[src/rtl/cp_insert_if.sv]
// Sample stream bundle between the IFFT, the cyclic-prefix inserter
// and the DA offset stage.
interface cp_insert_if #(
    parameter int WIDTH = 11
);
    logic             valid_i;
    logic [WIDTH-1:0] xr;
    logic [WIDTH-1:0] xi;
    logic             rd_en;
    logic             valid_o;
    logic [WIDTH-1:0] yr;
    logic [WIDTH-1:0] yi;
    logic             sym_o;

    modport master (
        output valid_i, xr, xi,
        input  rd_en, valid_o, yr, yi, sym_o
    );

    modport slave (
        input  valid_i, xr, xi,
        output rd_en, valid_o, yr, yi, sym_o
    );
endinterface

[src/rtl/cp_insert.sv]
// OFDM cyclic-prefix inserter: ping-pong symbol buffer, replays the
// last CP_LEN samples ahead of each full symbol.
module cp_insert #(
    parameter int WIDTH  = 11,
    parameter int NFFT   = 64,
    parameter int CP_LEN = 16
) (
    input logic        CLK,
    input logic        RST,
    cp_insert_if.slave bus
);
    localparam int AW = $clog2(NFFT);
    localparam logic [AW-1:0] CP_START = AW'(NFFT - CP_LEN);
    localparam logic [AW-1:0] LAST     = AW'(NFFT - 1);

    typedef enum logic [1:0] {
        IDLE,
        CP,
        BODY
    } state_t;

    state_t          state, state_n;
    logic [1:0]      full, full_n;
    logic            wbank;
    logic            rbank, rbank_n;
    logic [AW-1:0]   widx;
    logic [AW-1:0]   raddr, raddr_n;
    logic            accept, wlast;
    logic            rd, rdone, sym_n;

    logic [2*WIDTH-1:0] mem [2*NFFT];

    assign bus.rd_en = !full[wbank];
    assign accept    = bus.valid_i && !full[wbank];
    assign wlast     = accept && (widx == LAST);

    always_ff @(posedge CLK or negedge RST) begin
        if (!RST) begin
            widx  <= '0;
            wbank <= 1'b0;
        end else if (accept) begin
            widx <= wlast ? '0 : widx + AW'(1);
            if (wlast)
                wbank <= !wbank;
        end
    end

    // Storage carries no reset; the full flags gate every read.
    always_ff @(posedge CLK) begin
        if (accept)
            mem[{wbank, widx}] <= {bus.xr, bus.xi};
    end

    always_comb begin
        state_n = state;
        raddr_n = raddr;
        rbank_n = rbank;
        rd      = 1'b0;
        rdone   = 1'b0;
        unique case (state)
            IDLE: begin
                if (full[rbank]) begin
                    state_n = CP;
                    raddr_n = CP_START;
                end
            end
            CP: begin
                rd = 1'b1;
                if (raddr == LAST) begin
                    state_n = BODY;
                    raddr_n = '0;
                end else begin
                    raddr_n = raddr + AW'(1);
                end
            end
            BODY: begin
                rd = 1'b1;
                if (raddr == LAST) begin
                    rdone   = 1'b1;
                    rbank_n = !rbank;
                    // Chain straight into the next symbol if it is ready.
                    if (full[!rbank]) begin
                        state_n = CP;
                        raddr_n = CP_START;
                    end else begin
                        state_n = IDLE;
                    end
                end else begin
                    raddr_n = raddr + AW'(1);
                end
            end
            default: state_n = IDLE;
        endcase
    end

    always_comb begin
        full_n = full;
        if (wlast)
            full_n[wbank] = 1'b1;
        if (rdone)
            full_n[rbank] = 1'b0;
    end

    assign sym_n = (state == CP) && (raddr == CP_START);

    always_ff @(posedge CLK or negedge RST) begin
        if (!RST) begin
            state <= IDLE;
            raddr <= '0;
            rbank <= 1'b0;
            full  <= '0;
        end else begin
            state <= state_n;
            raddr <= raddr_n;
            rbank <= rbank_n;
            full  <= full_n;
        end
    end

    always_ff @(posedge CLK or negedge RST) begin
        if (!RST) begin
            bus.valid_o <= 1'b0;
            bus.sym_o   <= 1'b0;
            bus.yr      <= '0;
            bus.yi      <= '0;
        end else begin
            bus.valid_o <= rd;
            bus.sym_o   <= sym_n;
            if (rd)
                {bus.yr, bus.yi} <= mem[{rbank, raddr}];
        end
    end
endmodule

[src/flat_wrapper.sv]
// flat-port wrapper written by rule: the top's interface ports become plain ports
module cp_insert_flat 
#(
    parameter int WIDTH  = 11,
    parameter int NFFT   = 64,
    parameter int CP_LEN = 16
)
  (CLK, RST, bus_valid_i, bus_xr, bus_xi, bus_rd_en, bus_valid_o, bus_yr, bus_yi, bus_sym_o);
  cp_insert_if #(.WIDTH(WIDTH)) bus_i ();
  input logic CLK;
  input logic RST;
  input wire logic [$bits(bus_i.valid_i)-1:0] bus_valid_i;
  input wire logic [$bits(bus_i.xr)-1:0] bus_xr;
  input wire logic [$bits(bus_i.xi)-1:0] bus_xi;
  output wire logic [$bits(bus_i.rd_en)-1:0] bus_rd_en;
  output wire logic [$bits(bus_i.valid_o)-1:0] bus_valid_o;
  output wire logic [$bits(bus_i.yr)-1:0] bus_yr;
  output wire logic [$bits(bus_i.yi)-1:0] bus_yi;
  output wire logic [$bits(bus_i.sym_o)-1:0] bus_sym_o;
  assign bus_i.valid_i = bus_valid_i;
  assign bus_i.xr = bus_xr;
  assign bus_i.xi = bus_xi;
  assign bus_rd_en = bus_i.rd_en;
  assign bus_valid_o = bus_i.valid_o;
  assign bus_yr = bus_i.yr;
  assign bus_yi = bus_i.yi;
  assign bus_sym_o = bus_i.sym_o;
  cp_insert #(.WIDTH(WIDTH), .NFFT(NFFT), .CP_LEN(CP_LEN)) u_core (.CLK(CLK), .RST(RST), .bus(bus_i));
endmodule
[config.mk]
export PLATFORM = sky130hd
export DESIGN_NAME = cp_insert_flat
export DESIGN_NICKNAME = d
export VERILOG_FILES = /design/src/rtl/cp_insert_if.sv /design/src/rtl/cp_insert.sv /design/src/flat_wrapper.sv
export SDC_FILE = /design/constraint.sdc
export NUM_CORES = 2
export LEC_CHECK = 0
export ABC_AREA = 1
export ABC_CLOCK_PERIOD_IN_PS = 5200
export CAP_MARGIN = 0
export CORE_UTILIZATION = 45
export DETAILED_ROUTE_END_ITERATION = 10
export GPL_ROUTABILITY_DRIVEN = 0
export PLACE_DENSITY = 0.59
export SKIP_LAST_GASP = 1
export SLEW_MARGIN = 25
export SYNTH_ARGS = -nofsm -noshare
export SYNTH_HDL_FRONTEND = slang
export SYNTH_SLANG_ARGS = --single-unit
export TNS_END_PERCENT = 30
[constraint.sdc]
create_clock -name CLK -period 5.2 [get_ports CLK]
set_input_delay 1.04 -clock CLK [delete_from_list [all_inputs] [get_ports CLK]]
set_output_delay 1.04 -clock CLK [all_outputs]
set_load 0.005 [all_outputs]
== Word level (Yosys, flattened, before mapping) ==
Memories as Yosys holds them, arrays and structs flattened. A register that Yosys moved wholly into a read port is not among the register bits.
Cells that the tools add are included.

* Multiply operators: 0
* Magnitude comparators: 5
* Shift operators: 0
* Reduce and logical (&&, ||, !) cells: 16
* Bitwise operators: 3
* Muxes and demuxes: 28
* Divide/modulo/power cells: 0
* Equal/unequal tests: 9
* Add/sub/neg operators: 2

{| class="wikitable"
|+ Operator list
! cell !! number
|-
| two-way mux 6 bit || 5
|-
| equality test 6 bit (second input constant) || 3
|-
| case mux 6 bit (3 select lines) || 1
|-
| two-way mux 1 bit || 14
|-
| adder 6 x 1 -> 6 bit (second input constant) || 2
|-
| two-way mux 2 bit || 5
|-
| < comparator 1 x 2 -> 1 bit (second input constant) || 3
|-
| inequality test 2 x 1 -> 1 bit (second input constant) || 3
|-
| case mux 2 bit (3 select lines) || 1
|-
| AND reduction 3 bit || 2
|-
| logical AND 1 bit || 5
|-
| zero test 1 bit || 4
|-
| AND reduction 2 bit || 2
|-
| inequality test 3 bit (second input constant) || 1
|-
| nonzero test 3 bit || 1
|-
| AND 2 bit || 1
|-
| demux 1 bit (select 1 bit) || 2
|-
| equality test 2 x 1 -> 1 bit (second input constant) || 1
|-
| equality test 2 bit (second input constant) || 1
|-
| >= comparator 1 bit (second input constant) || 2
|-
| zero test 2 bit || 1
|-
| NOT 2 bit || 1
|-
| OR 2 bit || 1
|-
| OR reduction 2 bit || 1
|}

* Input port bits: 25
* Memories: 1
* Output and inout bits: 25
* Flip-flop bits (word level): 20
* Logic and storage cells: 72
* RAM bits: 2816
* ROM bits: 0
* Bits in latches: 0

{| class="wikitable"
|+ Memories
! name !! depth !! width !! read ports !! clocked after Yosys merged registers in !! wr ports !! RTL line !! text
|-
| u_core.mem || 128 || 22 || 1 || 1 || 1 || cp_insert.sv:31 || <nowiki>logic [2*WIDTH-1:0] mem [2*NFFT];</nowiki>
|}

== Depth between registers and ports, before layout ==
* Depth after elaboration: 8
* Depth in mapped cells: 19
* Mapped depth without buffers: 15

== Least setup slack after synthesis ==
No wires, ideal clock.

* Path kind: input to register
* From: in bus_valid_i
* To: mem u_core.mem[63][0] in the netlist's numbering, enable pin
* Required time: 4771 ps
* Buffers on the path: 0
* Data arrival time: 3010 ps
* Library setup time: 429 ps
* Slack: 1761 ps
* Cell stages on the path: 5
* Path through: and2_1 > nand2_1 > inv_1 > nand2_1 > nor3_1

* Longest elaborated chain between the ends: 3

{| class="wikitable"
|+ RTL lines
! element !! RTL line !! text
|-
| from (decl) || flat_wrapper.sv:12 || <nowiki>input wire logic [$bits(bus_i.valid_i)-1:0] bus_valid_i;</nowiki>
|-
| logical AND 1 bit || cp_insert.sv:34 || <nowiki>assign accept = bus.valid_i && !full[wbank];</nowiki>
|-
| two-way mux 1 bit || cp_insert.sv:50 || <nowiki>if (accept)</nowiki>
|-
| two-way mux 1 bit (not written as such) || cp_insert.sv:51 || <nowiki>mem[{wbank, widx}] <= {bus.xr, bus.xi};</nowiki>
|-
| to (decl) || cp_insert.sv:31 ||
|}

Every way passes these cells.

==> metrics.md <==
| Metric | Value |
|---|---|
| Final std cells w/o fill | `14407` |
| F_max | `0.262 GHz` |
| Largest net degree at the start of global routing | `168` |
| Hold-fix buffers, CTS | `0` |
| Setup ws final | `1380 ps` |
| Min cycle time layout | `3820 ps` |
| Vias in the first global route | `73718` |
| GRT overflow | `0` |
| Die width | `515 um` |
| Final Max Tran Viols | `0` |
| Crit path kind | `reg -> reg` |
| Die area | `266000 sq um` |
| Min-Delay Path Class | `in -> async` |
| Initial drt markers | `8979` |
| Post-CTS Setup Bufs | `0` |
| CTS resizes | `0` |
| CP max FO | `164` |
| Port-buffer cells | `49` |
| Fin. Hold Viols | `0` |
| Leakage | `49.2 nW` |
| Final setup vio count | `0` |
| Slew margin rel. | `0.237` |
| Root Buffer | `clkbuf_16` |
| Yosys Warn Count | `0` |
| Layout area overhead | `12.1%` |
| CTS sink cnt | `2858` |
| Sequential-to-total area share from yosys stat | `0.722` |
| Commonest non-fill, non-tap cell in the layout | `edfxtp_1` |
| Via count | `77755` |
| Synthesized area | `119000 sq um` |
| CP max stage delay | `990 ps` |
| GRT Util Overall | `0.253` |
| Required time worst endpoint | `5950 ps` |
| Num CTS Buffers | `307` |
| Arr. time, crit path | `4570 ps` |
| Initial antenna violation count | `10` |
| Post-Syn Nets | `10664` |
| Vias/cell | `5.40` |
| Avg Cell Area, Syn | `11.2 sq um` |
| Drt wl/cell | `23.6 um` |
| # DRC | `0` |
| Pwr Density | `351 nW/um^2` |
| Distinct cells, synth | `33` |
| Max Cap Viol | `0` |
| RSZ-0062 raised after global routing | `no` |
| CP startpoint kind | `flip-flop` |
| CP Capture Type | `flip-flop` |
| Final Cycle Share | `0.734` |
| NumNets Final | `10687` |
| Register bit total from synthesis | `2858` |
| IO Pins | `50` |
| Clock transition at the registers of the reported paths | `60 ps` |
| Final WL | `340000 um` |
| Share of layout cells above drive strength 1 | `0.0765` |
| CP cell instances | `inv_16 > nand2_1 > nand2_1 > nand2_1 > nand3_1 > nand3_1 > a21oi_1 > nor2_1 > nand2_1 > nand3_1 > nand2_1` |
| Most used cell, CP | `nand2_1` |
| Clock skew | `52.0 ps` |
| Buf+Inv Stages, Crit Path | `1` |
| Final Power | `46.7 mW` |
| Place WS | `1190 ps` |
| Initial Util | `0.452` |
| Htree depth | `5` |
| CP delay by family, top | `simple AND/OR/NAND/NOR gates` |
| Cells after synthesis | `10632` |
| Global-route wire length before repair | `495000 um` |
| Inst Count DP | `13860` |
| CTS tree | `done` |
| Slowest CP cell | `dfrtp_4` |
| Die extent in y | `515 um` |
| Actual slew at the worst max-slew pin | `1140 ps` |
| Core area | `262000 sq um` |
| Final ANT Viol Nets | `0` |
| Buffer depth of the longest clock path | `4` |
| DPL Wire Length | `188000 um` |
| Max VDD drop | `0.317 mV` |
| Placement Rows | `188` |
| Clock Latency Late Sink | `880 ps` |
| DR pass1 iterations | `6` |
| Most frequent cells in the layout | `edfxtp_1 (2816), nand2_1 (2641), nor2_1 (1514)` |
| Setup TNS | `0 ps` |
| Outcome | `completed` |
layer usage:
| layer | GRT usage | part of all wire | wire length, um |
|---|---|---|---|
| met1 | 0.345 | 0.41 | 140000 |
| met2 | 0.414 | 0.48 | 162000 |
| met3 | 0.0346 | 0.074 | 25100 |
| met4 | 0.0915 | 0.038 | 12800 |
| met5 | 0 | 0.000059 | 20 |
sequential cells by signal (all words and copies together), names as in the netlist:
name and cells:
u_core.bus.sym_o 1, u_core.bus.valid_o 1, u_core.bus.yi 11, u_core.bus.yr 11
u_core.full 2, u_core.mem 2816, u_core.raddr 6, u_core.rbank 1
u_core.state 2, u_core.wbank 1, u_core.widx 6
cells in the mapped netlist:
cell         n  area [sq um]
nor2_1    1641          6160
nor2_2       1          6.26
o21ai_0    713          3570
a31oi_1      1          6.26
buf_8        1          15.0
nand3_1    786          3930
a21oi_1    139           696
and2_1       1          6.26
buf_6       20           225
inv_4        1          6.26
inv_1      863          3240
nand3b_1     1          7.51
nand4_1      8          50.1
inv_2        5          18.8
nand2_1   2642          9920
and3_1       2          12.5
edfxtp_1  2816         84600
buf_1       94           353
dfrtp_1     42          1050
clkbuf_1   210           788
a211oi_1     1          7.51
o211ai_1   218          1640
o22ai_1      5          31.3
a22oi_1      2          15.0
a311oi_1     1          8.76
buf_4       68           510
nor3_1       7          35.0
nor3_2       1          10.0
ha_1         7          87.6
clkinv_1     3          11.3
o21ai_1    115           576
buf_2      214          1070
xor2_1       3          26.3
final timing paths:
kind,depth (start not counted),from,slack [ps],to
min in group CLK,1,bus_xr[9],460,u_core.mem[0][20]$_DFFE_PP_
min reg2reg,2,u_core.bus.yi[3]$_DFFE_PN0N_,480,u_core.bus.yi[3]$_DFFE_PN0N_
max in group asynchronous,2,RST,4270,u_core.raddr[1]$_DFFE_PN0P_
max,11,u_core.raddr[0]$_DFFE_PN0P_,1380,u_core.bus.yr[7]$_DFFE_PN0N_
max reg2reg,11,u_core.raddr[0]$_DFFE_PN0P_,1380,u_core.bus.yr[7]$_DFFE_PN0N_
min,2,RST,310,u_core.bus.yi[10]$_DFFE_PN0N_
report_power, final:
part           total, mW  switching, mW  internal [mW]  leakage [nW]
Sequential          25.3              0           25.3          25.8
Combinational      0.529          0.485         0.0434          18.9
Clock               20.9           8.91           12.0          4.56
through the flow:
step / hold WS, ps / area, sq um / util
after floorplan: 473 / 119000 / -
after global placement: 465 / 124000 / 0.471
after detailed placement: 469 / 124000 / 0.471
after CTS: 295 / 133000 / 0.507
after global routing: 331 / 133000 / 0.507
final: 306 / 133000 / 0.507
final cells by class:
type	instances	area [sq um]
fillers	22798	129000
diodes	13	32.5
well taps	3515	4400
clock buffers	381	8020
multi-input cells	6295	27200
flip-flops and latches	2858	85600
repair buffers	321	3110
inverters	872	3300
clock inverters	152	1390
cell families (layout without fill, tap and decap cells):
family                   count (synthesis)  count (layout)  synth area share
AO/OA/AOI/OAI                         1195            1195            0.0552
other                                    0              13                 0
AND/OR/NAND/NOR                       5090            5090             0.170
XOR/XNOR                                 3               3          0.000221
adder cells (fa/ha/maj)                  7               7          0.000738
flip-flops                            2858            2858             0.722
buffers and inverters                 1479            1726            0.0526
(Power assumes the default switching activity.)
